--- config.mk ---
export PLATFORM = sky130hd
export DESIGN_NAME = rom_upload
export DESIGN_NICKNAME = d
export VERILOG_FILES = /design/src/rtl/rom_upload_pkg.sv /design/src/rtl/rom_upload.sv
export SDC_FILE = /design/constraint.sdc
export NUM_CORES = 1
export LEC_CHECK = 0
export BUFFER_PORTS_ARGS = -buffer_cell sky130_fd_sc_hd__clkbuf_2
export CORE_MARGIN = 2
export CORE_UTILIZATION = 45
export DETAILED_ROUTE_END_ITERATION = 6
export GPL_ROUTABILITY_DRIVEN = 0
export GPL_TIMING_DRIVEN = 0
export PLACE_DENSITY = 0.68
export SYNTH_ARGS = -nofsm -noshare
export SYNTH_HDL_FRONTEND = slang
export SYNTH_SLANG_ARGS = --single-unit
export TNS_END_PERCENT = 50
--- constraint.sdc ---
create_clock -name clk_sys -period 3 [get_ports clk_sys]
set_clock_uncertainty 0.2 [all_clocks]
set_input_delay 0.6 -clock clk_sys [delete_from_list [all_inputs] [get_ports clk_sys]]
set_output_delay 0.6 -clock clk_sys [all_outputs]
set_load 0.1 [all_outputs]
--- src/rtl/rom_upload_pkg.sv ---
// rom_upload_pkg: shared definitions for the boot ROM upload/download paths.
//   state_t    - upload sequencer states
//   PG_*       - SDRAM page bases of the four ROM slots
//   map_t      - result of a host-address translation {valid, bank, addr}
//   map_addr() - host linear byte address -> SDRAM page map
package rom_upload_pkg;

    typedef enum logic [2:0] {
        S_IDLE,
        S_ARM,
        S_FETCH,
        S_WAIT_ACK,
        S_HOLD,
        S_DONE
    } state_t;

    localparam logic [8:0] PG_OS     = 9'h000;
    localparam logic [8:0] PG_BASIC  = 9'h100;
    localparam logic [8:0] PG_AMSDOS = 9'h107;
    localparam logic [8:0] PG_MF2    = 9'h1FF;

    typedef struct packed {
        logic        valid;
        logic        bank;
        logic [22:0] addr;
    } map_t;

    // Host pages 0..3 land in bank 0, pages 4..7 reuse the same page
    // bases in bank 1. Anything from page 8 upward has no backing store.
    function automatic map_t map_addr(input logic [24:0] addr);
        map_t        m;
        logic [10:0] page;
        logic [8:0]  base;
        page = addr[24:14];
        case (page[1:0])
            2'd0:    base = PG_OS;
            2'd1:    base = PG_BASIC;
            2'd2:    base = PG_AMSDOS;
            default: base = PG_MF2;
        endcase
        m.valid = (page[10:3] == 8'd0);
        m.bank  = page[2];
        m.addr  = {base, addr[13:0]};
        return m;
    endfunction

endpackage

--- src/rtl/rom_upload.sv ---
// rom_upload: streams SDRAM-resident ROM/MF2 images back to the host over
// the ioctl upload channel, keeping one byte prefetched ahead of the host.
// Ports:
//   clk_sys, reset          - system clock, synchronous active-high reset
//   ioctl_ce                - qualifies every host-side strobe/edge
//   ioctl_upload/index      - session active / target selector
//   ioctl_rd, ioctl_addr    - host byte request and its address
//   ioctl_din, ioctl_wait   - returned byte, host hold-off
//   mem_rd/addr/bank        - SDRAM read request (held until mem_ack)
//   mem_ack, mem_dout       - SDRAM one-cycle ack with data
//   checksum, err, busy     - session byte sum, sticky timeout, active
module rom_upload
    import rom_upload_pkg::*;
#(
    parameter int         TIMEOUT  = 64,
    parameter logic [7:0] UP_INDEX = 8'h00
) (
    input  logic        clk_sys,
    input  logic        reset,
    input  logic        ioctl_ce,
    input  logic        ioctl_upload,
    input  logic [7:0]  ioctl_index,
    input  logic        ioctl_rd,
    input  logic [24:0] ioctl_addr,
    output logic [7:0]  ioctl_din,
    output logic        ioctl_wait,
    output logic        mem_rd,
    output logic [22:0] mem_addr,
    output logic        mem_bank,
    input  logic        mem_ack,
    input  logic [7:0]  mem_dout,
    output logic [7:0]  checksum,
    output logic        err,
    output logic        busy
);

    localparam int              CNT_W    = $clog2(TIMEOUT + 1);
    localparam logic [CNT_W-1:0] TMO_LAST = CNT_W'(TIMEOUT - 1);

    state_t           state, state_nxt;
    logic             upload_q;
    logic [24:0]      next_addr;
    logic [7:0]       prefetch;
    logic             pf_valid;
    logic             pending;     // seek accepted, byte owed to the host
    logic [CNT_W-1:0] tmo_cnt;
    map_t             map;

    logic rd_stb, up_rise, up_fall;
    logic start, issue, unmapped, got_ack, tmo, deliver, seek;

    assign rd_stb  = ioctl_ce & ioctl_rd;
    assign up_rise = ioctl_ce & ioctl_upload & ~upload_q;
    assign up_fall = ioctl_ce & ~ioctl_upload;
    assign map     = map_addr(next_addr);

    assign mem_rd     = (state == S_WAIT_ACK);
    assign busy       = (state != S_IDLE);
    assign ioctl_wait = (state == S_ARM) | (state == S_FETCH) |
                        (state == S_WAIT_ACK) | pending;

    always_comb begin
        state_nxt = state;
        start     = 1'b0;
        issue     = 1'b0;
        unmapped  = 1'b0;
        got_ack   = 1'b0;
        tmo       = 1'b0;
        deliver   = 1'b0;
        seek      = 1'b0;
        // Session end wins over everything, including an ack this cycle.
        if (up_fall && state != S_IDLE && state != S_DONE) begin
            state_nxt = S_DONE;
        end else begin
            case (state)
                S_IDLE: begin
                    if (up_rise && ioctl_index == UP_INDEX) begin
                        start     = 1'b1;
                        state_nxt = S_ARM;
                    end
                end
                S_ARM: state_nxt = S_FETCH;
                S_FETCH: begin
                    if (map.valid) begin
                        issue     = 1'b1;
                        state_nxt = S_WAIT_ACK;
                    end else begin
                        unmapped  = 1'b1;
                        state_nxt = S_HOLD;
                    end
                end
                S_WAIT_ACK: begin
                    if (mem_ack) begin
                        got_ack   = 1'b1;
                        state_nxt = S_HOLD;
                    end else if (tmo_cnt == TMO_LAST) begin
                        tmo       = 1'b1;
                        state_nxt = S_HOLD;
                    end
                end
                S_HOLD: begin
                    if (pf_valid) begin
                        if (pending) begin
                            deliver   = 1'b1;
                            state_nxt = S_FETCH;
                        end else if (rd_stb) begin
                            if (ioctl_addr == next_addr) deliver = 1'b1;
                            else                         seek    = 1'b1;
                            state_nxt = S_FETCH;
                        end
                    end
                end
                S_DONE:  state_nxt = S_IDLE;
                default: state_nxt = S_IDLE;
            endcase
        end
    end

    always_ff @(posedge clk_sys) begin
        if (reset) begin
            state     <= S_IDLE;
            upload_q  <= 1'b0;
            ioctl_din <= 8'hFF;
            checksum  <= 8'h00;
            err       <= 1'b0;
            next_addr <= '0;
            prefetch  <= 8'hFF;
            pf_valid  <= 1'b0;
            pending   <= 1'b0;
            tmo_cnt   <= '0;
            mem_addr  <= '0;
            mem_bank  <= 1'b0;
        end else begin
            state <= state_nxt;
            if (ioctl_ce) upload_q <= ioctl_upload;

            if (start) begin
                checksum  <= 8'h00;
                err       <= 1'b0;
                tmo_cnt   <= '0;
                next_addr <= '0;
                pending   <= 1'b0;
                pf_valid  <= 1'b0;
            end
            if (issue) begin
                mem_addr <= map.addr;
                mem_bank <= map.bank;
                tmo_cnt  <= '0;
            end
            if (state == S_WAIT_ACK && state_nxt == S_WAIT_ACK)
                tmo_cnt <= tmo_cnt + 1'b1;
            if (unmapped) begin
                prefetch <= 8'hFF;
                pf_valid <= 1'b1;
            end
            if (got_ack) begin
                prefetch <= mem_dout;
                pf_valid <= 1'b1;
            end
            if (tmo) begin
                prefetch <= 8'hFF;
                err      <= 1'b1;
                pf_valid <= 1'b1;
            end
            if (deliver) begin
                ioctl_din <= prefetch;
                checksum  <= checksum + prefetch;
                next_addr <= next_addr + 25'd1;  // wraps to 0 by design
                pending   <= 1'b0;
                pf_valid  <= 1'b0;
            end
            if (seek) begin
                next_addr <= ioctl_addr;
                pending   <= 1'b1;
                pf_valid  <= 1'b0;
            end
            if (state_nxt == S_DONE) begin
                pending  <= 1'b0;
                pf_valid <= 1'b0;
            end
        end
    end

endmodule

## Word-level counts from Yosys, hierarchy flattened

Cells that the tools add are included.

- $add $sub $neg: 3
- Equality and inequality tests: 11
- Mux-type cells: 55
- Bitwise logic cells: 9
- Reduce and logical (&&, ||, !) cells: 18

Operators by type and width:

| operator | count |
|---|---|
| two-way mux 25 bit | 3 |
| two-way mux 1 bit | 35 |
| two-way mux 8 bit | 4 |
| case mux 9 bit (3 select lines) | 1 |
| adder 25 x 1 -> 25 bit (second input constant) | 1 |
| equality test 25 bit | 1 |
| two-way mux 3 bit | 8 |
| two-way mux 7 bit | 3 |
| logical NOT 8 bit | 2 |
| case mux 3 bit (5 select lines) | 1 |
| equality test 3 x 2 -> 1 bit (second input constant) | 3 |
| nonzero test 3 bit | 3 |
| adder 8 bit | 1 |
| adder 7 x 1 -> 7 bit (second input constant) | 1 |
| equality test 7 x 6 -> 1 bit (second input constant) | 1 |
| equality test 3 bit (second input constant) | 2 |
| nonzero test 2 bit | 3 |
| AND 1 bit | 4 |
| logical AND 1 bit | 4 |
| nonzero test 4 bit | 1 |
| OR reduction 2 bit | 2 |
| OR reduction 4 bit | 1 |
| equality test 3 x 1 -> 1 bit (second input constant) | 1 |
| logical NOT 3 bit | 1 |
| 6 further kinds | 9 |

- Register bits after elaboration: 87
- Input port bits: 47
- Output and inout bits: 44

## Longest topological paths before layout

Gate-level depths: netlist of the first run.

- Depth after elaboration: 10
- Gate-level depth with buffers: 10
- Gate-level depth less buffers: 9

## Least setup slack after synthesis of the first run

Ideal clock, no wire load.

- Path kind: flip-flop to flip-flop
- Start point: register checksum[1]
- End point: register checksum[7]
- Setup time: 0.075 ns
- Data arrival time: 2.543 ns
- Setup slack: 0.182 ns
- Stages on the path, launching flop included: 8
- Buffers on the path: 0
- Period minus slack after synthesis: 2.818 ns
- Cell sequence: dfxtp_1 > ha_1 > a21oi_1 > o211ai_1 > o41ai_1 > xor2_1 > or3_1 > a31oi_1

- Cells in the longest elaborated chain, start to end: 2

Ends and longest elaborated chain:

| element | RTL line | text |
|---|---|---|
| start, declared | rom_upload.sv:32 | `output logic [7:0] checksum,` |
| start signal, assigned | rom_upload.sv:167 | `checksum <= checksum + prefetch;` |
| adder 8 bit | rom_upload.sv:167 |  |
| two-way mux 8 bit | rom_upload.sv:165 | `if (deliver) begin` |

No other way between the ends.
A chain may end at the register's enable or synchronous reset.

## Worst setup path in the final report of the first run

- Start point: register state[2]
- End point: register tmo_cnt[2]

- Cells in the longest elaborated chain, start to end: 8

Ends and longest elaborated chain:

| element | RTL line | text |
|---|---|---|
| start, declared | rom_upload.sv:40 | `state_t state, state_nxt;` |
| start signal, assigned | rom_upload.sv:134 | `state <= state_nxt;` |
| two-way mux 3 bit | rom_upload.sv:106 | `end else if (rd_stb) begin` |
| two-way mux 3 bit | rom_upload.sv:103 | `if (pending) begin` |
| two-way mux 3 bit | rom_upload.sv:102 | `if (pf_valid) begin` |
| case mux 3 bit (5 select lines) | rom_upload.sv:75 | `case (state)` |
| two-way mux 3 bit | rom_upload.sv:72 | `if (up_fall && state != S_IDLE && state != S_DONE) begin` |
| equality test 3 x 2 -> 1 bit | rom_upload.sv:150 | `if (state == S_WAIT_ACK && state_nxt == S_WAIT_ACK)` |
| logical AND 1 bit | rom_upload.sv:150 |  |
| nonzero test 3 bit (no source line) / two-way mux 7 bit (equally long branches) | -- |  |
| end signal, assigned | rom_upload.sv:151 | `tmo_cnt <= tmo_cnt + 1'b1;` |
| end, declared | rom_upload.sv:46 | `logic [CNT_W-1:0] tmo_cnt;` |

Several ways; a longest one is shown, not always the timed one.

==> metrics.md, run 1 <==
| Metric | Value |
|---|---|
| Clk_lat worst skew | `0.36 ns` |
| Largest cells by area after synthesis | `dfxtp_1 (37%), nand2_1 (7.3%), xnor2_1 (7.3%)` |
| DP HPWL | `9237 microns` |
| MaxCap Viol Count | `0` |
| Minimum clock period | `2.796 ns` |
| Seq/Total Area, Yosys | `0.3738` |
| Max H-tree Level | `3` |
| First-pass iteration count of the detailed router | `7` |
| Final Hold Vio Count | `0` |
| Total chip power | `2.094 mW` |
| I/O Buffers | `89` |
| Setup Total Neg Slack | `0 ns` |
| Mapped cell area | `4338 sq um` |
| Setup violations, final | `0` |
| Clock transition at path regs | `0.09 ns` |
| RSZ-0062 raised after global routing | `false` |
| I/O pin count | `91` |
| Element type at the critical path end | `flip-flop` |
| Area growth syn-to-layout | `18.86%` |
| Clock tree buffer depth | `2` |
| Worst EP arrival | `2.80 ns` |
| Hold Buf Count CTS | `0` |
| GR Overflow Total | `0` |
| Initial antenna violation count | `0` |
| Failing checks | `DRC` |
| Period utilization | `0.9321` |
| Die Ht | `102.2 microns` |
| Type of the worst setup path | `flip-flop to flip-flop` |
| Outcome | `finished with violations` |
| Mux share of post-synthesis cell area | `0.002307` |
| Total die area | `10440 sq um` |
| Int Pwr | `1.550 mW` |
| Antenna viol nets, final | `0` |
| Layout Cells excl Fill | `759` |
| WL final | `12440 microns` |
| TritonCTS clock tree | `built` |
| Net load switching power | `544.1 uW` |
| Starting density of the core | `0.4673` |
| Clk sink count | `81` |
| Worst slew margin | `0.4731` |
| Cell with the most instances after synthesis | `nand2_1` |
| Leak | `2.094 nW` |
| Die W | `102.2 microns` |
| Post-Synth Adder-Cell Area | `0.03057` |
| FF+latch count, synth | `81` |
| Share of cells above drive strength 1 | `0.2190` |
| Buf+Inv Stages, Crit Path | `1` |
| First DRT Iteration DRCs | `242` |
| CP Cell Sequence | `buf_2 > xor2_1 > o21ai_0 > nand2_1 > nor3_2 > nor3_1 > o21ai_0 > a21oi_1` |
| Async SR Flop Fraction | `0` |
| Mapped Cells | `525` |
| Worst slack, placed | `0.02135 ns` |
| FMAX | `357.6 MHz` |
| Post-Place Cells | `743` |
| Leading area contributor after synthesis | `dfxtp_1` |
| Via/cell ratio | `5.769` |
| Comb pwr share | `0.075` |
| Setup WS post-layout | `0.2038 ns` |
| Core Area | `9284 sq um` |
| Peak supply drop | `0.0002570 V` |
| Seq pwr share | `0.515` |
| Setup repair bufs after CTS | `0` |
| Cell mode on critical path | `o21ai_0` |
| Compound-gate portion of the synthesized area | `0.1866` |
| Antenna cells | `0` |
| Crit path required time | `3.01 ns` |
| Yosys cell types | `56` |
| Pwr/cell area | `406.2 nW/um^2` |
| Pins over their slew limit | `0` |
| CP peak stage delay | `0.66 ns` |
| Yosys warning count | `0` |
| Post-synth EDFFs | `0` |
| Clk pwr share | `0.410` |
| Clk root buf | `clkbuf_8` |
| DR vias | `4379` |
| Max FO, Critical Path | `10` |
| Main synth FF type | `dfxtp_1` |
| Commonest cells post-synth | `nand2_1 (84), dfxtp_1 (81), a21oi_1 (41)` |
| DR DRC count | `3` |
| Synth Area in XOR/XNOR | `0.08278` |
| Num CTS Buffers | `9` |
| Vias in the first global route | `4127` |
| Post_cts resized | `0` |
| Critical path's top delay family | `simple AND/OR/NAND/NOR gates` |
| CP max stage cell | `nor3_2` |
| Worst Tran Pin Value | `0.7844 ns` |
| All-Layer GR Usage | `0.2401` |
| Startpoint types | `flip-flop` |
| Post-Syn Nets | `582` |
| Routed wire length per instance | `16.38 microns` |
| Share of the synthesized area in the top cell type | `0.3738` |
| Largest family of logic cells by synthesized area | `simple AND/OR/NAND/NOR gates` |
| HP Class | `input pin to flip-flop` |
| Global-route wire length before repair | `19690 microns` |
| Layout Nets | `682` |
| Switching share of power | `0.2598` |
| Largest net degree at the start of global routing | `16` |
| Number of cell rows | `35` |
| Synth Area per Inst | `8.263 sq um` |
| Simple-gate portion of the synthesized area | `0.2703` |
-- worst register-to-register path, stage by stage, from the launching register on --
cell and delay (ns):
dfxtp_1 0.30, buf_2 0.16, xor2_1 0.16, o21ai_0 0.37
nand2_1 0.18, nor3_2 0.66, nor3_1 0.29, o21ai_0 0.24
a21oi_1 0.08
-- per-layer routing --
metal,up-vias,wire (microns),global-route usage
met1,2097,5315,0.3074
met5,-,0,0
met4,0,193,0.08000
met2,173,5907,0.4023
li1,2089,-,-
met3,20,1018,0.05267
-- final timing paths --
kind         slack, ns           end         start  depth (start not counted)
max reg2reg       0.20    tmo_cnt[2]      state[2]                          8
min               0.25   prefetch[2]   mem_dout[2]                          3
max               0.20    tmo_cnt[2]      state[2]                          8
min reg2reg       0.26  mem_addr[12]  mem_addr[12]                          2
-- area by class of cell --
class | instances | area (sq um)
Fill cell | 934 | 4128
Multi-Input combinational cell | 398 | 2484
Sequential cell | 81 | 1622
Timing Repair Buffer | 89 | 445.4
Buffer | 38 | 202.7
Tap cell | 129 | 161.4
Clock buffer | 10 | 137.6
Clock inverter | 6 | 73.82
Inverter | 8 | 30.03
-- metrics by stage --
stage          utilization  instance area [sq um]  hold WS, ns
6_report            0.5554                   5156       0.2463
5_1_grt             0.5554                   5156       0.2427
4_1_cts             0.5554                   5156       0.2439
3_5_place_dp        0.5326                   4945       0.2467
3_3_place_gp        0.5326                   4945       0.2419
2_1_floorplan            -                   4338       0.2376
-- cell usage in the layout (no fill, tap or decap), drive strengths merged, types with 4 or more instances in the layout --
cell type	count
clkbuf	115
nand2	84
dfxtp	81
a21oi	42
xnor2	36
nand3	35
nor2	35
buf	22
o22ai	19
nor3b	13
nor3	12
and3	11
a221o	10
inv	10
a222oi	9
ha	9
and2	9
nand4	6
o21ai	6
xor2	5
a21o	5
nor4	5
nor2b	4
and4	4
-- cell families after synthesis --
logic type,after synthesis
AO/OA/AOI/OAI,115
buffers and inverters,46
AND/OR/NAND/NOR,231
XOR/XNOR,41
adder cells (fa/ha/maj),10
multiplexers,1
flip-flops,81
-- registers in the layout, summed over array words and instances (netlist names) --
| signal | count |
|---|---|
| err | 1 |
| pending | 1 |
| checksum | 8 |
| mem_bank | 1 |
| next_addr | 25 |
| tmo_cnt | 7 |
| ioctl_din | 8 |
| mem_addr | 17 |
| upload_q | 1 |
| prefetch | 8 |
| state | 3 |
| pf_valid | 1 |
-- power groups by stage --
stage,logic [mW],registers (mW),clock network [mW]
floorplan,0.0867,1.11,0
global placement,0.155,1.10,0
global route,0.170,1.08,0.913
detailed placement,0.156,1.10,0
CTS,0.157,1.08,0.865
finish,0.157,1.08,0.858
No activity file was read; power rests on OpenSTA's default activity.
==> run 2: changes to the inputs <==
CORE_ASPECT_RATIO = 1.25   (was unset)
==> metrics.md, run 2 (synthesis gave the netlist of run 1 again) <==
| Metric | Value |
|---|---|
| Most frequent cells in the layout | `clkbuf_2 (89), nand2_1 (84), dfxtp_1 (81) (unchanged)` |
| Starting density of the core | `0.4562 (was 0.4673)` |
| Period utilization | `0.9123 (was 0.9321)` |
| DP HPWL | `9164 microns (was 9237 microns)` |
| Switching share of power | `0.2410 (was 0.2598)` |
| Comb pwr share | `0.063 (was 0.075)` |
| RSZ-0062 raised after global routing | `false (unchanged)` |
| Number of cell rows | `40 (was 35)` |
| Int Pwr | `1.873 mW (was 1.550 mW)` |
| Post_cts resized | `0 (unchanged)` |
| Global-route wire length before repair | `19910 microns (was 19690 microns)` |
| Crit path required time | `3.00 ns (was 3.01 ns)` |
| Seq pwr share | `0.438 (was 0.515)` |
| Hold Crit Start | `mem_bank (was mem_dout[2])` |
| FMAX | `365.4 MHz (was 357.6 MHz)` |
| Biggest register | `next_addr (unchanged)` |
| Clk pwr share | `0.499 (was 0.410)` |
| Filler cell count in the final layout | `932 (was 934)` |
| Total die area | `10450 sq um (was 10440 sq um)` |
| Clk sink count | `81 (unchanged)` |
| Layout Cells excl Fill | `756 (was 759)` |
| CP startpoint | `ioctl_ce (was state[2])` |
| Worst EP arrival | `2.74 ns (was 2.80 ns)` |
| Initial antenna violation count | `0 (unchanged)` |
| WL final | `12120 microns (was 12440 microns)` |
| Outcome | `completed (was finished with violations)` |
| DR vias | `4241 (was 4379)` |
| Largest net degree at the start of global routing | `16 (unchanged)` |
| Setup violations, final | `0 (unchanged)` |
| Core Area | `9509 sq um (was 9284 sq um)` |
| Clk_lat worst skew | `0.35 ns (was 0.36 ns)` |
| Pwr/cell area | `468.4 nW/um^2 (was 406.2 nW/um^2)` |
| I/O pin count | `91 (unchanged)` |
| First-pass iteration count of the detailed router | `5 (was 7)` |
| R2R Setup Slk | `0.27 ns (was 0.20 ns)` |
| Total chip power | `2.467 mW (was 2.094 mW)` |
| Setup Total Neg Slack | `0 ns (unchanged)` |
| HP Class | `flip-flop to flip-flop (was input pin to flip-flop)` |
| Reg2reg start | `state[2] (unchanged)` |
| Critical Path Stages | `8 (unchanged)` |
| FF/Latch Area | `1622 sq um (unchanged)` |
| Worst slew margin | `0.4917 (was 0.4731)` |
| Max reg flops | `25 (unchanged)` |
| Element type at the critical path end | `flip-flop (unchanged)` |
| Max FO, Critical Path | `7 (was 10)` |
| Die Ht | `113.8 microns (was 102.2 microns)` |
| First DRT Iteration DRCs | `271 (was 242)` |
| Buf+Inv Stages, Crit Path | `1 (unchanged)` |
| GR Overflow Total | `0 (unchanged)` |
| Type of the worst setup path | `input pin to flip-flop (was flip-flop to flip-flop)` |
| Commonest non-fill, non-tap cell in the layout | `clkbuf_2 (unchanged)` |
| CP Cell Sequence | `clkbuf_2 > and2b_1 > nor3b_1 > nand2_1 > nor3_1 > nor3_1 > o21ai_0 > a21oi_1 (was buf_2 > xor2_1 > o21ai_0 > nand2_1 > nor3_2 > nor3_1 > o21ai_0 > a21oi_1)` |
| Final Hold Vio Count | `0 (unchanged)` |
| Antenna cells | `0 (unchanged)` |
| Cell mode on critical path | `nor3_1 (was o21ai_0)` |
| Num CTS Buffers | `9 (unchanged)` |
| Area growth syn-to-layout | `21.43% (was 18.86%)` |
| TritonCTS clock tree | `built (unchanged)` |
| Startpoint types | `input pin (was flip-flop)` |
| Clk root buf | `clkbuf_16 (was clkbuf_8)` |
| R2R depth | `8 (unchanged)` |
| Via/cell ratio | `5.610 (was 5.769)` |
| Worst Tran Pin Value | `0.7566 ns (was 0.7844 ns)` |
| Top flop regs | `next_addr (25), mem_addr (17) (unchanged)` |
| Layout Nets | `682 (unchanged)` |
| Clock transition at path regs | `0.06 ns (was 0.09 ns)` |
| Post-Place Cells | `740 (was 743)` |
| Minimum clock period | `2.737 ns (was 2.796 ns)` |
| CP max stage cell | `nor3_1 (was nor3_2)` |
| Max H-tree Level | `3 (unchanged)` |
| All-Layer GR Usage | `0.2383 (was 0.2401)` |
| Antenna viol nets, final | `0 (unchanged)` |
| DR DRC count | `0 (was 3)` |
| Vias in the first global route | `4107 (was 4127)` |
| Critical path's top delay family | `simple AND/OR/NAND/NOR gates (unchanged)` |
| Net load switching power | `594.5 uW (was 544.1 uW)` |
| I/O Buffers | `89 (unchanged)` |
| MaxCap Viol Count | `0 (unchanged)` |
| Hold Path Depth | `2 (was 3)` |
| Clock tree buffer depth | `2 (unchanged)` |
| Hold Buf Count CTS | `0 (unchanged)` |
| Area taken by multi-input logic gates | `2484 sq um (unchanged)` |
| Die W | `91.82 microns (was 102.2 microns)` |
| Share of cells above drive strength 1 | `0.2190 (unchanged)` |
| Routed wire length per instance | `16.03 microns (was 16.38 microns)` |
| Peak supply drop | `0.0002701 V (was 0.0002570 V)` |
| CP peak stage delay | `0.65 ns (was 0.66 ns)` |
| Leak | `2.144 nW (was 2.094 nW)` |
| Pins over their slew limit | `0 (unchanged)` |
| Setup repair bufs after CTS | `0 (unchanged)` |
[run 2: cell count changes in the layout (fill, tap and decap cells not counted)]
cell	before	now
clkbuf_8	10	0
clkinvlp_4	0	1
inv_8	0	1
clkbuf_16	0	9
clkinv_2	0	1
clkinv_4	3	0
bufinv_16	1	2
[run 2: stage by stage]
stage          hold slack [ns]    util  worst slack [ns]  area [sq um]
2_1_floorplan           0.2376       -            0.1820          4338
3_3_place_gp            0.2429  0.5196           0.02707          4941
3_5_place_dp            0.2513  0.5196          -0.01842          4941
4_1_cts                 0.2590  0.5539            0.2687          5268
5_1_grt                 0.2653  0.5539          0.003294          5268
6_report                0.2571  0.5539            0.2631          5268
[run 2: area by class of cell]
cell class / count / share of cell area
buffer: 38 / 0.03848
clock buffer: 9 / 0.04276
clock inverter: 7 / 0.01924
inverter: 8 / 0.005701
multi-input combinational: 398 / 0.4715
sequential: 81 / 0.3078
tap: 126 / 0.02993
timing repair buffer: 89 / 0.08456
[run 2: power groups by stage]
stage / logic, mW / clock network, mW / registers, mW
after floorplan: 0.0867 / 0 / 1.11
after global placement: 0.152 / 0 / 1.10
after detailed placement: 0.155 / 0 / 1.10
after CTS: 0.156 / 1.24 / 1.08
after global routing: 0.167 / 1.29 / 1.08
final: 0.155 / 1.23 / 1.08
[run 2: tightest hold or removal path, delay by kind of cell, from the launching register on]
kind             cells  cell delay, ns
AO/OA/AOI/OAI        1            0.05
AND/OR/NAND/NOR      1            0.05
flip-flops           1            0.31
[run 2: layer usage]
layer	up-vias	global-route usage	share of wire
met2	138	0.4191	0.50
met5	-	0	0
met4	0	0.09353	0.021
li1	2093	-	-
met1	1987	0.2918	0.42
met3	23	0.03765	0.058
[run 2: worst paths after layout]
| kind | endpoint |
|---|---|
| worst max-delay path | tmo_cnt[2] |
| worst min-delay path | mem_bank |
| worst max register to register | tmo_cnt[2] |
| worst min register to register | mem_bank |
==> run 3: changes to the inputs <==
PLACE_DENSITY = 0.7   (was 0.68)
clock period = 2.3 ns   (was 3 ns; I/O delays follow)
==> metrics.md, run 3 (synthesis gave the netlist of run 1 again) <==
| Metric | Value |
|---|---|
| Outcome | `finished with violations (was completed)` |
| Failing checks | `setup timing` |
| Global-route wire length before repair | `20500 microns (was 19910 microns)` |
| Die Ht | `113.8 microns (unchanged)` |
| Initial antenna violation count | `0 (unchanged)` |
| Post-Place Cells | `740 (unchanged)` |
| Post-route cell area | `5954 sq um (was 5268 sq um)` |
| Pins over their slew limit | `0 (unchanged)` |
| Worst EP arrival | `2.58 ns (was 2.74 ns)` |
| Top flop regs | `next_addr (25), mem_addr (17) (unchanged)` |
| Setup violations, final | `26 (was 0)` |
| Crit path required time | `2.33 ns (was 3.00 ns)` |
| Max H-tree Level | `3 (unchanged)` |
| Total die area | `10450 sq um (unchanged)` |
| Routed wire length per instance | `17.49 microns (was 16.03 microns)` |
| CP Cell Sequence | `xnor2_2 > nand4_1 > nor4_4 > buf_4 > a21oi_4 > a211o_4 > clkbuf_16 > o221a_2 (was clkbuf_2 > and2b_1 > nor3b_1 > nand2_1 > nor3_1 > nor3_1 > o21ai_0 > a21oi_1)` |
| DR vias | `4526 (was 4241)` |
| Leak | `2.440 nW (was 2.144 nW)` |
| Peak supply drop | `0.0003674 V (was 0.0002701 V)` |
| Via/cell ratio | `5.788 (was 5.610)` |
| Buf+Inv Stages, Crit Path | `2 (was 1)` |
| DR DRC count | `0 (unchanged)` |
| Worst slack, placed | `-0.5915 ns (was -0.01842 ns)` |
| FMAX | `392.5 MHz` |
| Clk root buf | `clkbuf_16 (unchanged)` |
| Setup Total Neg Slack | `-4.708 ns (was 0 ns)` |
| Critical path's top delay family | `compound AO/OA/AOI/OAI gates (was simple AND/OR/NAND/NOR gates)` |
| All-Layer GR Usage | `0.2480 (was 0.2383)` |
| Clk_lat worst skew | `0.34 ns (was 0.35 ns)` |
| Clk sink count | `81 (unchanged)` |
| Worst slew margin | `0.5172 (was 0.4917)` |
| Worst Tran Pin Value | `0.7242 ns (was 0.7566 ns)` |
| Filler cell count in the final layout | `802 (was 932)` |
| Placed cell areas | `4966 sq um (was 4941 sq um)` |
| Layout Nets | `709 (was 682)` |
| Final Hold Vio Count | `0 (unchanged)` |
| Starting density of the core | `0.4562 (unchanged)` |
| GR Overflow Total | `0 (unchanged)` |
| Antenna cells | `0 (unchanged)` |
| Commonest non-fill, non-tap cell in the layout | `clkbuf_2 (unchanged)` |
| Max reg flops | `25 (unchanged)` |
| Clock tree buffer depth | `2 (unchanged)` |
| Minimum clock period | `2.548 ns` |
| First DRT Iteration DRCs | `298 (was 271)` |
| Period utilization | `1.108` |
| Num CTS Buffers | `9 (unchanged)` |
| Final core utilization | `0.6262 (was 0.5539)` |
| Fin Hold WS | `0.1317 ns (was 0.2571 ns)` |
| Area growth syn-to-layout | `37.27% (was 21.43%)` |
| Most frequent cells in the layout | `clkbuf_2 (88), nand2_1 (81), dfxtp_1 (56) (was clkbuf_2 (89), nand2_1 (84), dfxtp_1 (81))` |
| Share of cells above drive strength 1 | `0.3659 (was 0.2190)` |
| Pwr/cell area | `507.2 nW/um^2 (was 468.4 nW/um^2)` |
| Layout Cells excl Fill | `782 (was 756)` |
| Max FO, Critical Path | `5 (was 7)` |
| Biggest register | `next_addr (unchanged)` |
| Type of the worst setup path | `flip-flop to flip-flop (was input pin to flip-flop)` |
| Core Area | `9509 sq um (unchanged)` |
| HP Class | `input pin to flip-flop (was flip-flop to flip-flop)` |
| WL final | `13680 microns (was 12120 microns)` |
| Element type at the critical path end | `flip-flop (unchanged)` |
| Antenna viol nets, final | `0 (unchanged)` |
| Number of cell rows | `40 (unchanged)` |
| Clock transition at path regs | `0.06 ns (about the same)` |
| First-pass iteration count of the detailed router | `6 (was 5)` |
| RSZ-0062 raised after global routing | `true (was false)` |
| Total chip power | `3.020 mW (was 2.467 mW)` |
| TritonCTS clock tree | `built (unchanged)` |
| Setup WS post-layout | `-0.2476 ns (was 0.2631 ns)` |
| I/O pin count | `91 (unchanged)` |
| Startpoint types | `flip-flop (was input pin)` |
| Die W | `91.82 microns (unchanged)` |
| CP peak stage delay | `0.48 ns (was 0.65 ns)` |
| Vias in the first global route | `4195 (was 4107)` |
| Largest net degree at the start of global routing | `13 (was 16)` |
| DP HPWL | `9266 microns (was 9164 microns)` |
| MaxCap Viol Count | `0 (unchanged)` |
| I/O Buffers | `89 (unchanged)` |
| CP max stage cell | `nor4_4 (was nor3_1)` |
==> run 3: metal layers <==
metal | share of wire | global-route usage | wire length [microns] | vias to the layer above
met5 | 0 | 0 | 0 | -
met4 | 0.036 | 0.1045 | 493 | 0
met3 | 0.060 | 0.05086 | 823 | 44
met2 | 0.52 | 0.4500 | 7074 | 192
met1 | 0.39 | 0.2820 | 5285 | 2149
li1 | - | - | - | 2141
==> run 3: cell type report <==
| type | instances | area [sq um] | area share |
|---|---|---|---|
| multi-input cells | 398 | 2773 | 0.4656 |
| flip-flops and latches | 81 | 1683 | 0.2826 |
| repair buffers | 121 | 774.5 | 0.1301 |
| clock buffers | 13 | 270.3 | 0.04539 |
| plain buffers | 33 | 251.5 | 0.04224 |
| well taps | 126 | 157.7 | 0.02648 |
| inverters | 8 | 32.53 | 0.005463 |
| clock inverters | 2 | 12.51 | 0.002101 |
==> run 3: what timing repair did <==
action / 4_1_cts / 5_1_grt
buffers inserted: 11 / 17
gates resized for setup: 48 / 78
hold buffers: 0 / 0
endpoints found under the setup margin: 65 / 78
cloned: 1 / 3
pin swaps: 9 / 32
==> run 3: worst reg2reg max path, stage by stage (launching register included) <==
cell	delay, ns
dfxtp_4	0.36
xnor2_2	0.15
nand4_1	0.18
nor4_4	0.48
buf_4	0.21
a21oi_4	0.09
a211o_4	0.32
clkbuf_16	0.18
o221a_2	0.27
==> run 3: worst paths after layout <==
kind / startpoint / end / slack, ns / cells past startpoint
max: next_addr[21] / next_addr[17] / -0.25 / 8
min: mem_dout[1] / prefetch[1] / 0.13 / 3
max reg2reg: next_addr[21] / next_addr[17] / -0.25 / 8
min reg2reg: mem_addr[7] / mem_addr[7] / 0.25 / 2
==> run 3: report_power, final <==
| part | switching (mW) | internal (mW) | total, mW |
|---|---|---|---|
| registers | 0.00212 | 1.39 | 1.40 |
| clock network | 0.568 | 0.813 | 1.38 |
| logic | 0.150 | 0.0944 | 0.244 |
